==> src/rtl/onchip_intc_pkg.sv <==
// onchip_intc_pkg: register layouts, masks, source indices and tie order for the SH7604 interrupt controller.
package onchip_intc_pkg;
  typedef enum logic [3:0] {
    SRC_DIVU, SRC_ITI, SRC_ERI, SRC_RXI, SRC_TXI,
    SRC_TEI, SRC_ICI, SRC_OCIA, SRC_OCIB, SRC_OVI
  } src_e;
  localparam int NSRC = 10;
  localparam src_e TIE_ORDER [NSRC] = '{
    SRC_DIVU, SRC_ITI, SRC_ERI, SRC_RXI, SRC_TXI,
    SRC_TEI, SRC_ICI, SRC_OCIA, SRC_OCIB, SRC_OVI
  };
  typedef enum logic [2:0] {R_IPRB, R_VCRA, R_VCRB, R_VCRC, R_VCRD, R_IPRA, R_VCRWDT} reg_e;
  localparam int NREG = 7;
  typedef struct packed {logic [3:0] divu; logic [3:0] rsv0; logic [3:0] wdt; logic [3:0] rsv1;} ipra_t;
  typedef struct packed {logic [3:0] sci; logic [3:0] frt; logic [7:0] rsv;} iprb_t;
  typedef struct packed {logic rsv0; logic [6:0] hi; logic rsv1; logic [6:0] lo;} vcr_t;
  localparam logic [31:0] REG_ADDR [NREG] = '{
    32'hFFFF_FE60, 32'hFFFF_FE62, 32'hFFFF_FE64, 32'hFFFF_FE66,
    32'hFFFF_FE68, 32'hFFFF_FEE2, 32'hFFFF_FEE4
  };
  localparam logic [15:0] REG_WMASK [NREG] = '{
    16'hFF00, 16'h7F7F, 16'h7F7F, 16'h7F7F, 16'h7F00, 16'hF0F0, 16'h7F00
  };
  localparam logic [15:0] REG_RMASK [NREG] = REG_WMASK;
  localparam logic [15:0] REG_INIT = 16'h0000;
  typedef enum logic [1:0] {ST_IDLE, ST_PEND, ST_ACK} state_e;
  function automatic logic [15:0] byte_mask(input logic [1:0] ba);
    return {{8{ba[1]}}, {8{ba[0]}}};
  endfunction
endpackage

==> src/rtl/onchip_intc_prio_enc.sv <==
// intc_prio_enc: picks the highest-level requesting source; earlier entries of TIE_ORDER win ties.
module intc_prio_enc
  import onchip_intc_pkg::*;
(
  input  logic [NSRC-1:0] i_req,
  input  logic [3:0]      i_lvl [NSRC],
  output logic [3:0]      o_lvl,
  output src_e            o_idx
);
  always_comb begin
    o_lvl = '0;
    o_idx = SRC_DIVU;
    for (int k = 0; k < NSRC; k++)
      if (i_req[TIE_ORDER[k]] && i_lvl[TIE_ORDER[k]] > o_lvl) begin
        o_lvl = i_lvl[TIE_ORDER[k]];
        o_idx = TIE_ORDER[k];
      end
  end
endmodule

==> src/rtl/onchip_intc.sv <==
// onchip_intc: IPR/VCR register file, registered arbitration and the level/vector handshake toward the CPU.
module onchip_intc
  import onchip_intc_pkg::*;
(
  input  logic        CLK,
  input  logic        RST_N,
  input  logic        CE_R,
  input  logic        CE_F,
  input  logic        RES_N,
  input  logic [31:0] IBUS_A,
  input  logic [31:0] IBUS_DI,
  output logic [31:0] IBUS_DO,
  input  logic [3:0]  IBUS_BA,
  input  logic        IBUS_WE,
  input  logic        IBUS_REQ,
  output logic        IBUS_BUSY,
  output logic        IBUS_ACT,
  input  logic        FRT_ICI_IRQ,
  input  logic        FRT_OCIA_IRQ,
  input  logic        FRT_OCIB_IRQ,
  input  logic        FRT_OVI_IRQ,
  input  logic        SCI_ERI_IRQ,
  input  logic        SCI_RXI_IRQ,
  input  logic        SCI_TXI_IRQ,
  input  logic        SCI_TEI_IRQ,
  input  logic        WDT_ITI_IRQ,
  input  logic        DIVU_OVFI_IRQ,
  input  logic [6:0]  DIVU_VEC,
  output logic [3:0]  INT_LVL,
  output logic [6:0]  INT_VEC,
  input  logic        INT_ACK
);
  logic [15:0]     r_reg [NREG];
  logic [3:0]      r_lvl;
  logic [6:0]      r_vec;
  state_e          r_st;
  logic [31:0]     r_do;
  logic [NREG-1:0] w_hit;
  logic            w_lane;
  logic            w_unused;
  logic [15:0]     w_wd;
  logic [15:0]     w_bm;
  logic [15:0]     w_rd;
  ipra_t           w_ipra;
  iprb_t           w_iprb;
  vcr_t            w_vcra, w_vcrb, w_vcrc, w_vcrd, w_vcrw;
  logic [NSRC-1:0] w_req;
  logic [3:0]      w_lvl [NSRC];
  logic [6:0]      w_vec [NSRC];
  logic [3:0]      w_win_lvl;
  logic [6:0]      w_win_vec;
  src_e            w_win_idx;
  // Byte address bit 0 does not affect register selection.
  assign w_unused  = IBUS_A[0];
  assign w_lane    = IBUS_A[1];
  assign w_wd      = w_lane ? IBUS_DI[15:0] : IBUS_DI[31:16];
  assign w_bm      = byte_mask(w_lane ? IBUS_BA[1:0] : IBUS_BA[3:2]);
  assign IBUS_ACT  = |w_hit;
  assign IBUS_BUSY = 1'b0;
  assign IBUS_DO   = r_do;
  assign INT_LVL   = r_lvl;
  assign INT_VEC   = r_vec;
  always_comb begin
    w_rd = '0;
    for (int r = 0; r < NREG; r++) begin
      w_hit[r] = IBUS_A[31:1] == REG_ADDR[r][31:1];
      w_rd |= w_hit[r] ? (r_reg[r] & REG_RMASK[r]) : '0;
    end
  end
  assign w_ipra = ipra_t'(r_reg[R_IPRA]);
  assign w_iprb = iprb_t'(r_reg[R_IPRB]);
  assign w_vcra = vcr_t'(r_reg[R_VCRA]);
  assign w_vcrb = vcr_t'(r_reg[R_VCRB]);
  assign w_vcrc = vcr_t'(r_reg[R_VCRC]);
  assign w_vcrd = vcr_t'(r_reg[R_VCRD]);
  assign w_vcrw = vcr_t'(r_reg[R_VCRWDT]);
  assign w_req = {FRT_OVI_IRQ, FRT_OCIB_IRQ, FRT_OCIA_IRQ, FRT_ICI_IRQ, SCI_TEI_IRQ,
                  SCI_TXI_IRQ, SCI_RXI_IRQ, SCI_ERI_IRQ, WDT_ITI_IRQ, DIVU_OVFI_IRQ};
  always_comb begin
    w_lvl[SRC_DIVU] = w_ipra.divu;
    w_lvl[SRC_ITI]  = w_ipra.wdt;
    w_lvl[SRC_ERI]  = w_iprb.sci;
    w_lvl[SRC_RXI]  = w_iprb.sci;
    w_lvl[SRC_TXI]  = w_iprb.sci;
    w_lvl[SRC_TEI]  = w_iprb.sci;
    w_lvl[SRC_ICI]  = w_iprb.frt;
    w_lvl[SRC_OCIA] = w_iprb.frt;
    w_lvl[SRC_OCIB] = w_iprb.frt;
    w_lvl[SRC_OVI]  = w_iprb.frt;
    w_vec[SRC_DIVU] = DIVU_VEC;
    w_vec[SRC_ITI]  = w_vcrw.hi;
    w_vec[SRC_ERI]  = w_vcra.hi;
    w_vec[SRC_RXI]  = w_vcra.lo;
    w_vec[SRC_TXI]  = w_vcrb.hi;
    w_vec[SRC_TEI]  = w_vcrb.lo;
    w_vec[SRC_ICI]  = w_vcrc.hi;
    w_vec[SRC_OCIA] = w_vcrc.lo;
    w_vec[SRC_OCIB] = w_vcrc.lo;
    w_vec[SRC_OVI]  = w_vcrd.hi;
  end
  intc_prio_enc u_enc (
    .i_req (w_req),
    .i_lvl (w_lvl),
    .o_lvl (w_win_lvl),
    .o_idx (w_win_idx)
  );
  assign w_win_vec = (w_win_lvl != '0) ? w_vec[w_win_idx] : '0;
  always_ff @(posedge CLK or negedge RST_N)
    if (!RST_N)
      for (int r = 0; r < NREG; r++) r_reg[r] <= REG_INIT;
    else if (CE_R)
      for (int r = 0; r < NREG; r++)
        if (!RES_N)
          r_reg[r] <= REG_INIT;
        else if (IBUS_REQ && IBUS_WE && w_hit[r])
          r_reg[r] <= (r_reg[r] & ~(w_bm & REG_WMASK[r])) | (w_wd & w_bm & REG_WMASK[r]);
  // Outputs only ever load from one winner at a time; ACK freezes them.
  always_ff @(posedge CLK or negedge RST_N)
    if (!RST_N) begin
      r_st  <= ST_IDLE;
      r_lvl <= '0;
      r_vec <= '0;
    end else if (CE_R) begin
      if (!RES_N) begin
        r_st  <= ST_IDLE;
        r_lvl <= '0;
        r_vec <= '0;
      end else
        case (r_st)
          ST_IDLE: begin
            r_lvl <= w_win_lvl;
            r_vec <= w_win_vec;
            if (w_win_lvl != '0) r_st <= ST_PEND;
          end
          ST_PEND:
            if (INT_ACK)
              r_st <= ST_ACK;
            else begin
              r_lvl <= w_win_lvl;
              r_vec <= w_win_vec;
              if (w_win_lvl == '0) r_st <= ST_IDLE;
            end
          ST_ACK:
            if (!INT_ACK) begin
              r_st  <= ST_IDLE;
              r_lvl <= '0;
              r_vec <= '0;
            end
          default: r_st <= ST_IDLE;
        endcase
    end
  always_ff @(posedge CLK or negedge RST_N)
    if (!RST_N)
      r_do <= '0;
    else if (CE_F)
      r_do <= IBUS_REQ ? (w_lane ? {16'h0, w_rd} : {w_rd, 16'h0}) : '0;
endmodule

==> config.mk <==
export PLATFORM = sky130hd
export DESIGN_NAME = onchip_intc
export DESIGN_NICKNAME = d
export VERILOG_FILES = /design/src/rtl/onchip_intc_pkg.sv /design/src/rtl/onchip_intc_prio_enc.sv /design/src/rtl/onchip_intc.sv
export SDC_FILE = /design/constraint.sdc
export NUM_CORES = 1
export LEC_CHECK = 0
export CAP_MARGIN = 20
export CORE_MARGIN = 4
export CORE_UTILIZATION = 45
export CTS_CLUSTER_DIAMETER = 30
export CTS_CLUSTER_SIZE = 40
export DETAILED_ROUTE_END_ITERATION = 7
export PLACE_DENSITY = 0.73
export SYNTH_ARGS = -nofsm -noshare
export SYNTH_HDL_FRONTEND = slang
export SYNTH_SLANG_ARGS = --single-unit
==> constraint.sdc <==
create_clock -name CLK -period 26.9 [get_ports CLK]
set_input_delay 5.38 -clock CLK [delete_from_list [all_inputs] [get_ports CLK]]
set_output_delay 5.38 -clock CLK [all_outputs]
set_load 0.02 [all_outputs]
==> impl_metrics.py, run 1 <==
metrics = {
    "clocking": {
        "cts_tree": "yes",
        "root_buffer": "clkbuf_16",
        "path_clk_slew_ns": 0.06,
        "ctsHtreeMaxLevel": 4,
        "cts_setup_buffers": 0,
        "clk_path_buf_depth": 2,
        "clock_latency_ns": 0.42,
        "holdBufCountCts": 0,
        "clkSinkCount": 117,
        "cts_buffers": 17,
        "post_cts_resized": 0,
    },
    "status": {
        "status": "finished clean",
    },
    "timing": {
        "fin_crit_sh": 0.810,
        "period_needed_ns": 21.78,
        "fmax_mhz": 45.9,
        "max_slew_margin": 0.276,
        "final_max_slew_viol_count": 0,
        "finalSetupTns_ns": 0,
        "tightest_slew_ns": 1.08,
        "finalHoldViolations": 0,
        "setup_viol": 0,
        "rsz0062_at_grt": "no",
        "fin_skew_ns": 0.0117,
        "worst_slack_ns": 5.12,
    },
    "layout": {
        "fin_nets": 1080,
        "drive_above_1_share": 0.0896,
        "areaGrowthSynthToFinish_pct": 27.1,
        "stdcell_area_um2": 9880,
        "diodes": 0,
    },
    "critical_path": {
        "path_common_cell": "ha_1",
        "required_ns": 27.18,
        "start_kind": "primary input",
        "endpoint": "INT_VEC[0]",
        "startpoint": "DIVU_OVFI_IRQ",
        "worstSetupPathType": "in2reg",
        "reg2reg_to": "INT_VEC[0]",
        "slowest_stage": "a211oi_4",
        "worstPathArrival_ns": 22.06,
        "critPathMaxFanout": 16,
        "reg2regPathDepth": 68,
        "max_stage_delay_ns": 0.87,
        "reg2reg_from": "w_ipra[13]",
        "end_kind": "flop",
        "rrSetupSlack_ns": 10.31,
    },
    "logic_synthesis": {
        "yosysWarningCount": 0,
        "synth.cell_area_um2": 7770,
        "ys_types": 85,
        "synth-seq-cells": 117,
        "synth_edf_count": 0,
        "seq_area_frac_synth": 0.377,
        "synth_area_leaders": "dfrtp_1 38%, a22o_1 8.1%, mux2i_1 6.3%",
        "syn_inst": 829,
        "syn_avg_cell_area_um2": 9.37,
        "syn_nets": 951,
        "yosysTopAreaCell": "dfrtp_1",
        "synth_flop_cell": "dfrtp_1",
        "synth_top_area_share": 0.377,
        "ys_async_sr_fraction": 1.00,
    },
    "routing": {
        "dr_total_vias": 7297,
        "met3_wirelength_mm": 2.03,
        "avgViaCountPerCell": 6.13,
        "wl_met1_mm": 10.3,
        "top_layer": "met4",
        "met2WireLength_mm": 11.1,
        "ant_nets": 0,
        "drc": 0,
        "first_pass_iters": 6,
        "wl_mm": 24.3,
        "wire_per_inst_um": 20.4,
        "first_iter_violations": 729,
    },
    "power_and_ir_drop": {
        "p_leak_nw": 4.29,
        "p_per_area_nw_per_um2": 77.2,
        "peakVddDrop_mv": 0.0453,
    },
    "global_route": {
        "grt_max_degree": 60,
        "grtUsageTotal": 0.248,
        "grt_pass1_vias": 7240,
        "grt_overflow": 0,
        "grt_pass1_wl_mm": 38.8,
        "antenna_found_initial": 0,
    },
    "placement": {
        "gp_congestion": 0.907,
        "placement.io_buffers": 135,
        "dp_hpwl_mm": 18.0,
        "dp_slack_ns": 4.84,
        "postPlaceCellArea_um2": 9300,
    },
    "floorplanning": {
        "rows": 47,
        "die_h_um": 139,
        "dieArea_um2": 19400,
        "ios": 138,
        "start_util": 0.464,
        "die_w_um": 139,
        "coreArea_um2": 16800,
    },
    "worst_hold_path": {
        "min_path_type": "reg2reg",
        "whs_path_depth": 2,
    },
    "job": {
        "cap_viol_max_count": 0,
    },
}
==> power breakdown <==
part / internal [mW] / total, mW / switching [mW]
clock: 0.130 / 0.219 / 0.0892
sequential: 0.182 / 0.187 / 0.00516
combinational: 0.142 / 0.355 / 0.213
==> cells in the mapped netlist (6+ instances only) <==
| cell type | number |
|---|---|
| dfrtp_1 | 117 |
| nand2_1 | 94 |
| a22o_1 | 72 |
| nor2_1 | 55 |
| o21ai_0 | 54 |
| inv_1 | 49 |
| mux2i_1 | 49 |
| ha_1 | 29 |
| clkbuf_1 | 24 |
| nand3_1 | 20 |
| o22ai_1 | 18 |
| and3_1 | 15 |
| mux2_2 | 14 |
| a21oi_1 | 12 |
| a22oi_1 | 12 |
| nor3_1 | 12 |
| a21o_1 | 10 |
| nand4_1 | 9 |
| nand4b_1 | 8 |
| nor2b_1 | 8 |
| a222oi_1 | 7 |
| and2_1 | 7 |
| nand2b_1 | 7 |
| o21ai_1 | 6 |
==> cell type report <==
| class | count | area [µm²] |
|---|---|---|
| Multi-Input combinational cell | 629 | 4500 |
| Tap cell | 220 | 275 |
| Sequential cell | 117 | 2930 |
| Fill cell | 1454 | 6880 |
| Inverter | 49 | 184 |
| Clock inverter | 14 | 128 |
| Clock buffer | 18 | 439 |
| Timing Repair Buffer | 144 | 1420 |
==> state kept, by name, indices dropped and copies added, names as in the netlist <==
register  flops
INT_VEC       7
w_vcrb       14
w_iprb        8
r_st          2
w_vcrc       14
w_vcrw        7
w_vcrd        7
INT_LVL       4
IBUS_DO      32
w_vcra       14
w_ipra        8
==> how the worst min path moves through the flow <==
stage / end / start / slack, ns
2_1_floorplan: w_vcrb[4] / w_vcrb[4] / 0.48
3_3_place_gp: INT_LVL[2] / INT_LVL[2] / 0.47
3_5_place_dp: INT_LVL[0] / INT_LVL[0] / 0.48
4_1_cts: INT_LVL[0] / INT_LVL[0] / 0.49
5_1_grt: INT_LVL[0] / INT_LVL[0] / 0.51
6_report: INT_LVL[0] / INT_LVL[0] / 0.48
==> layout by cell type, fill, tap and decap left out, types with 18 or more instances in the layout <==
master,instances
a22o_1,72
clkdlybuf4s50_1,133
dfrtp_1,117
ha_1,29
inv_1,49
mux2i_1,49
nand2_1,94
nand3_1,20
nor2_1,55
o21ai_0,54
o22ai_1,18
==> through the flow <==
stage | hold WS [ns] | instances | power, mW | util
4_1_cts | 0.488 | 1190 | 0.758 | 0.589
3_3_place_gp | 0.467 | 1157 | 0.535 | 0.554
2_1_floorplan | 0.481 | 829 | 0.452 | -
5_1_grt | 0.509 | 1191 | 0.801 | 0.589
6_report | 0.482 | 1191 | 0.762 | 0.589
3_5_place_dp | 0.475 | 1158 | 0.539 | 0.555
==> logic make-up (layout without fill, tap and decap cells) <==
group / count (synthesis) / in the layout / share of synthesized area
XOR/XNOR: 1 / 1 / 0.00113
flip-flops: 117 / 117 / 0.377
adder cells (fa/ha/maj): 30 / 30 / 0.0480
AO/OA/AOI/OAI: 277 / 277 / 0.285
buffers and inverters: 83 / 225 / 0.0436
multiplexers: 66 / 66 / 0.0878
other: 1 / 1 / 0.000483
AND/OR/NAND/NOR: 254 / 254 / 0.158
==> layer usage <==
metal  global-route usage  vias to the layer above
met4               0.0958                        0
li1                     -                     3403
met2                0.389                      337
met5                    0                        -
met3               0.0532                       54
met1                0.336                     3503
==> worst max-delay path: cells and delay by family <==
family | cells | cell delay [ns]
AND/OR/NAND/NOR | 20 | 3.38
buffers and inverters | 6 | 0.94
AO/OA/AOI/OAI | 29 | 7.94
multiplexers | 5 | 1.81
adder cells (fa/ha/maj) | 9 | 2.58
No activity file was read; power rests on OpenSTA's default activity.
==> inputs of run 2 (changes only) <==
Clock period 26.9 ns to 22.9 ns, I/O delays scaled along.
==> impl_metrics.py, run 2 (synthesis gave the netlist of run 1 again) <==
metrics = {
    "status": {
        "status": "finished clean",
    },
    "clocking": {
        "path_clk_slew_ns": 0.05,
        "post_cts_resized": 0,
        "cts_setup_buffers": 0,
        "cts_buffers": 17,
        "clkSinkCount": 117,
        "cts_tree": "yes",
        "clk_path_buf_depth": 2,
        "clock_latency_ns": 0.42,
        "ctsHtreeMaxLevel": 4,
        "root_buffer": "clkbuf_16",
        "holdBufCountCts": 0,
    },
    "layout": {
        "final_common_cell": "clkdlybuf4s50_1",
        "fin_nets": 1080,
        "areaGrowthSynthToFinish_pct": 27.5,
        "drive_above_1_share": 0.0866,
        "largest_reg_flops": 32,
        "final_cell_mix": "133 x clkdlybuf4s50_1, 117 x dfrtp_1, 94 x nand2_1",
        "diodes": 0,
        "nFillCells": 1483,
    },
    "worst_hold_path": {
        "hold_end": "INT_LVL[2]",
        "whs_path_depth": 2,
        "min_path_type": "reg2reg",
        "min_from": "INT_LVL[2]",
    },
    "job": {
        "cap_viol_max_count": 0,
    },
    "power_and_ir_drop": {
        "pwr-share-clk": 0.300,
        "p_per_area_nw_per_um2": 92.2,
        "peakVddDrop_mv": 0.0592,
        "p_leak_nw": 4.32,
        "intPower_uw": 559,
        "total_power_uw": 913,
        "power_frac_seq": 0.241,
        "swShare": 0.387,
        "combPwrFrac": 0.459,
        "switching_power_uw": 354,
    },
    "critical_path": {
        "crit_cells": 69,
        "worstPathArrival_ns": 21.29,
        "slowest_stage": "a211oi_4",
        "reg2reg_from": "w_ipra[14]",
        "path_common_cell": "ha_1",
        "end_kind": "flop",
        "required_ns": 23.18,
        "worstSetupPathType": "in2reg",
        "max_stage_delay_ns": 0.86,
        "rrSetupSlack_ns": 6.28,
        "critPathMaxFanout": 16,
        "path_delay_family": "compound AO/OA/AOI/OAI gates",
        "reg2reg_to": "INT_VEC[0]",
        "reg2regPathDepth": 68,
        "start_kind": "primary input",
        "critPathBufInv": 6,
    },
    "routing": {
        "drc": 0,
        "first_iter_violations": 780,
        "ant_nets": 0,
        "avgViaCountPerCell": 6.22,
        "dr_total_vias": 7406,
        "wl_mm": 24.5,
        "wire_per_inst_um": 20.6,
        "first_pass_iters": 5,
    },
    "global_route": {
        "grt_pass1_wl_mm": 38.7,
        "grt_overflow": 0,
        "grt_max_degree": 62,
        "grtUsageTotal": 0.246,
        "grt_pass1_vias": 7216,
        "antenna_found_initial": 0,
    },
    "timing": {
        "max_slew_margin": 0.222,
        "final_max_slew_viol_count": 0,
        "fin_crit_sh": 0.917,
        "period_needed_ns": 21.01,
        "hold_slack_ns": 0.484,
        "finalHoldViolations": 0,
        "fmax_mhz": 47.6,
        "rsz0062_at_grt": "no",
        "finalSetupTns_ns": 0,
        "setup_viol": 0,
        "worst_slack_ns": 1.89,
        "tightest_slew_ns": 1.16,
        "fin_skew_ns": 0.0122,
    },
    "floorplanning": {
        "start_util": 0.464,
        "rows": 47,
        "coreArea_um2": 16800,
        "die_h_um": 139,
        "die_w_um": 139,
        "ios": 138,
        "dieArea_um2": 19400,
    },
    "placement": {
        "gp_congestion": 0.911,
        "placement.io_buffers": 135,
        "dp_hpwl_mm": 18.1,
        "dp_slack_ns": 1.63,
    },
}
==> run 2: metal layers <==
metal	global-route usage	routed length, µm	vias up	share of wire
met4	0.0829	735	0	0.030
met1	0.323	10200	3571	0.42
met2	0.395	11400	387	0.47
met3	0.0669	2130	57	0.087
li1	-	-	3391	-
met5	0	0	-	0
==> run 2: worst min-delay path, delay by kind of cell (launching register included) <==
| family | cells | cell delay [ns] |
|---|---|---|
| flip-flops | 1 | 0.34 |
| AND/OR/NAND/NOR | 2 | 0.11 |
==> run 2: worst max-delay path by stage <==
stage | startpoint | slack (ns) | to
after floorplan | DIVU_OVFI_IRQ | 4.82 | INT_VEC[0]
after global placement | DIVU_OVFI_IRQ | 1.87 | INT_VEC[0]
after detailed placement | DIVU_OVFI_IRQ | 1.63 | INT_VEC[0]
after CTS | DIVU_OVFI_IRQ | 1.98 | INT_VEC[0]
after global routing | DIVU_OVFI_IRQ | 0.54 | INT_VEC[0]
final | DIVU_OVFI_IRQ | 1.89 | INT_VEC[0]
==> run 2: final cells by class <==
| cell class | instances | area [µm²] | area share |
|---|---|---|---|
| multi-input cells | 629 | 4500 | 0.455 |
| clock inverters | 9 | 126 | 0.0128 |
| repair buffers | 144 | 1420 | 0.143 |
| well taps | 220 | 275 | 0.0278 |
| inverters | 49 | 184 | 0.0186 |
| clock buffers | 22 | 474 | 0.0479 |
| flip-flops and latches | 117 | 2930 | 0.296 |
==> run 2: power by group through the flow <==
stage | Combinational (mW) | Clock (mW) | Sequential (mW)
2_1_floorplan | 0.304 | 0 | 0.227
3_3_place_gp | 0.405 | 0 | 0.223
3_5_place_dp | 0.410 | 0 | 0.224
4_1_cts | 0.413 | 0.274 | 0.220
5_1_grt | 0.451 | 0.284 | 0.221
6_report | 0.419 | 0.274 | 0.220
==> run 2: metrics by stage <==
step	area (µm²)	utilization	instances
floorplan	7770	-	829
finish	9910	0.591	1190
global route	9910	0.591	1190
detailed placement	9290	0.554	1157
CTS	9890	0.590	1188
global placement	9290	0.554	1157
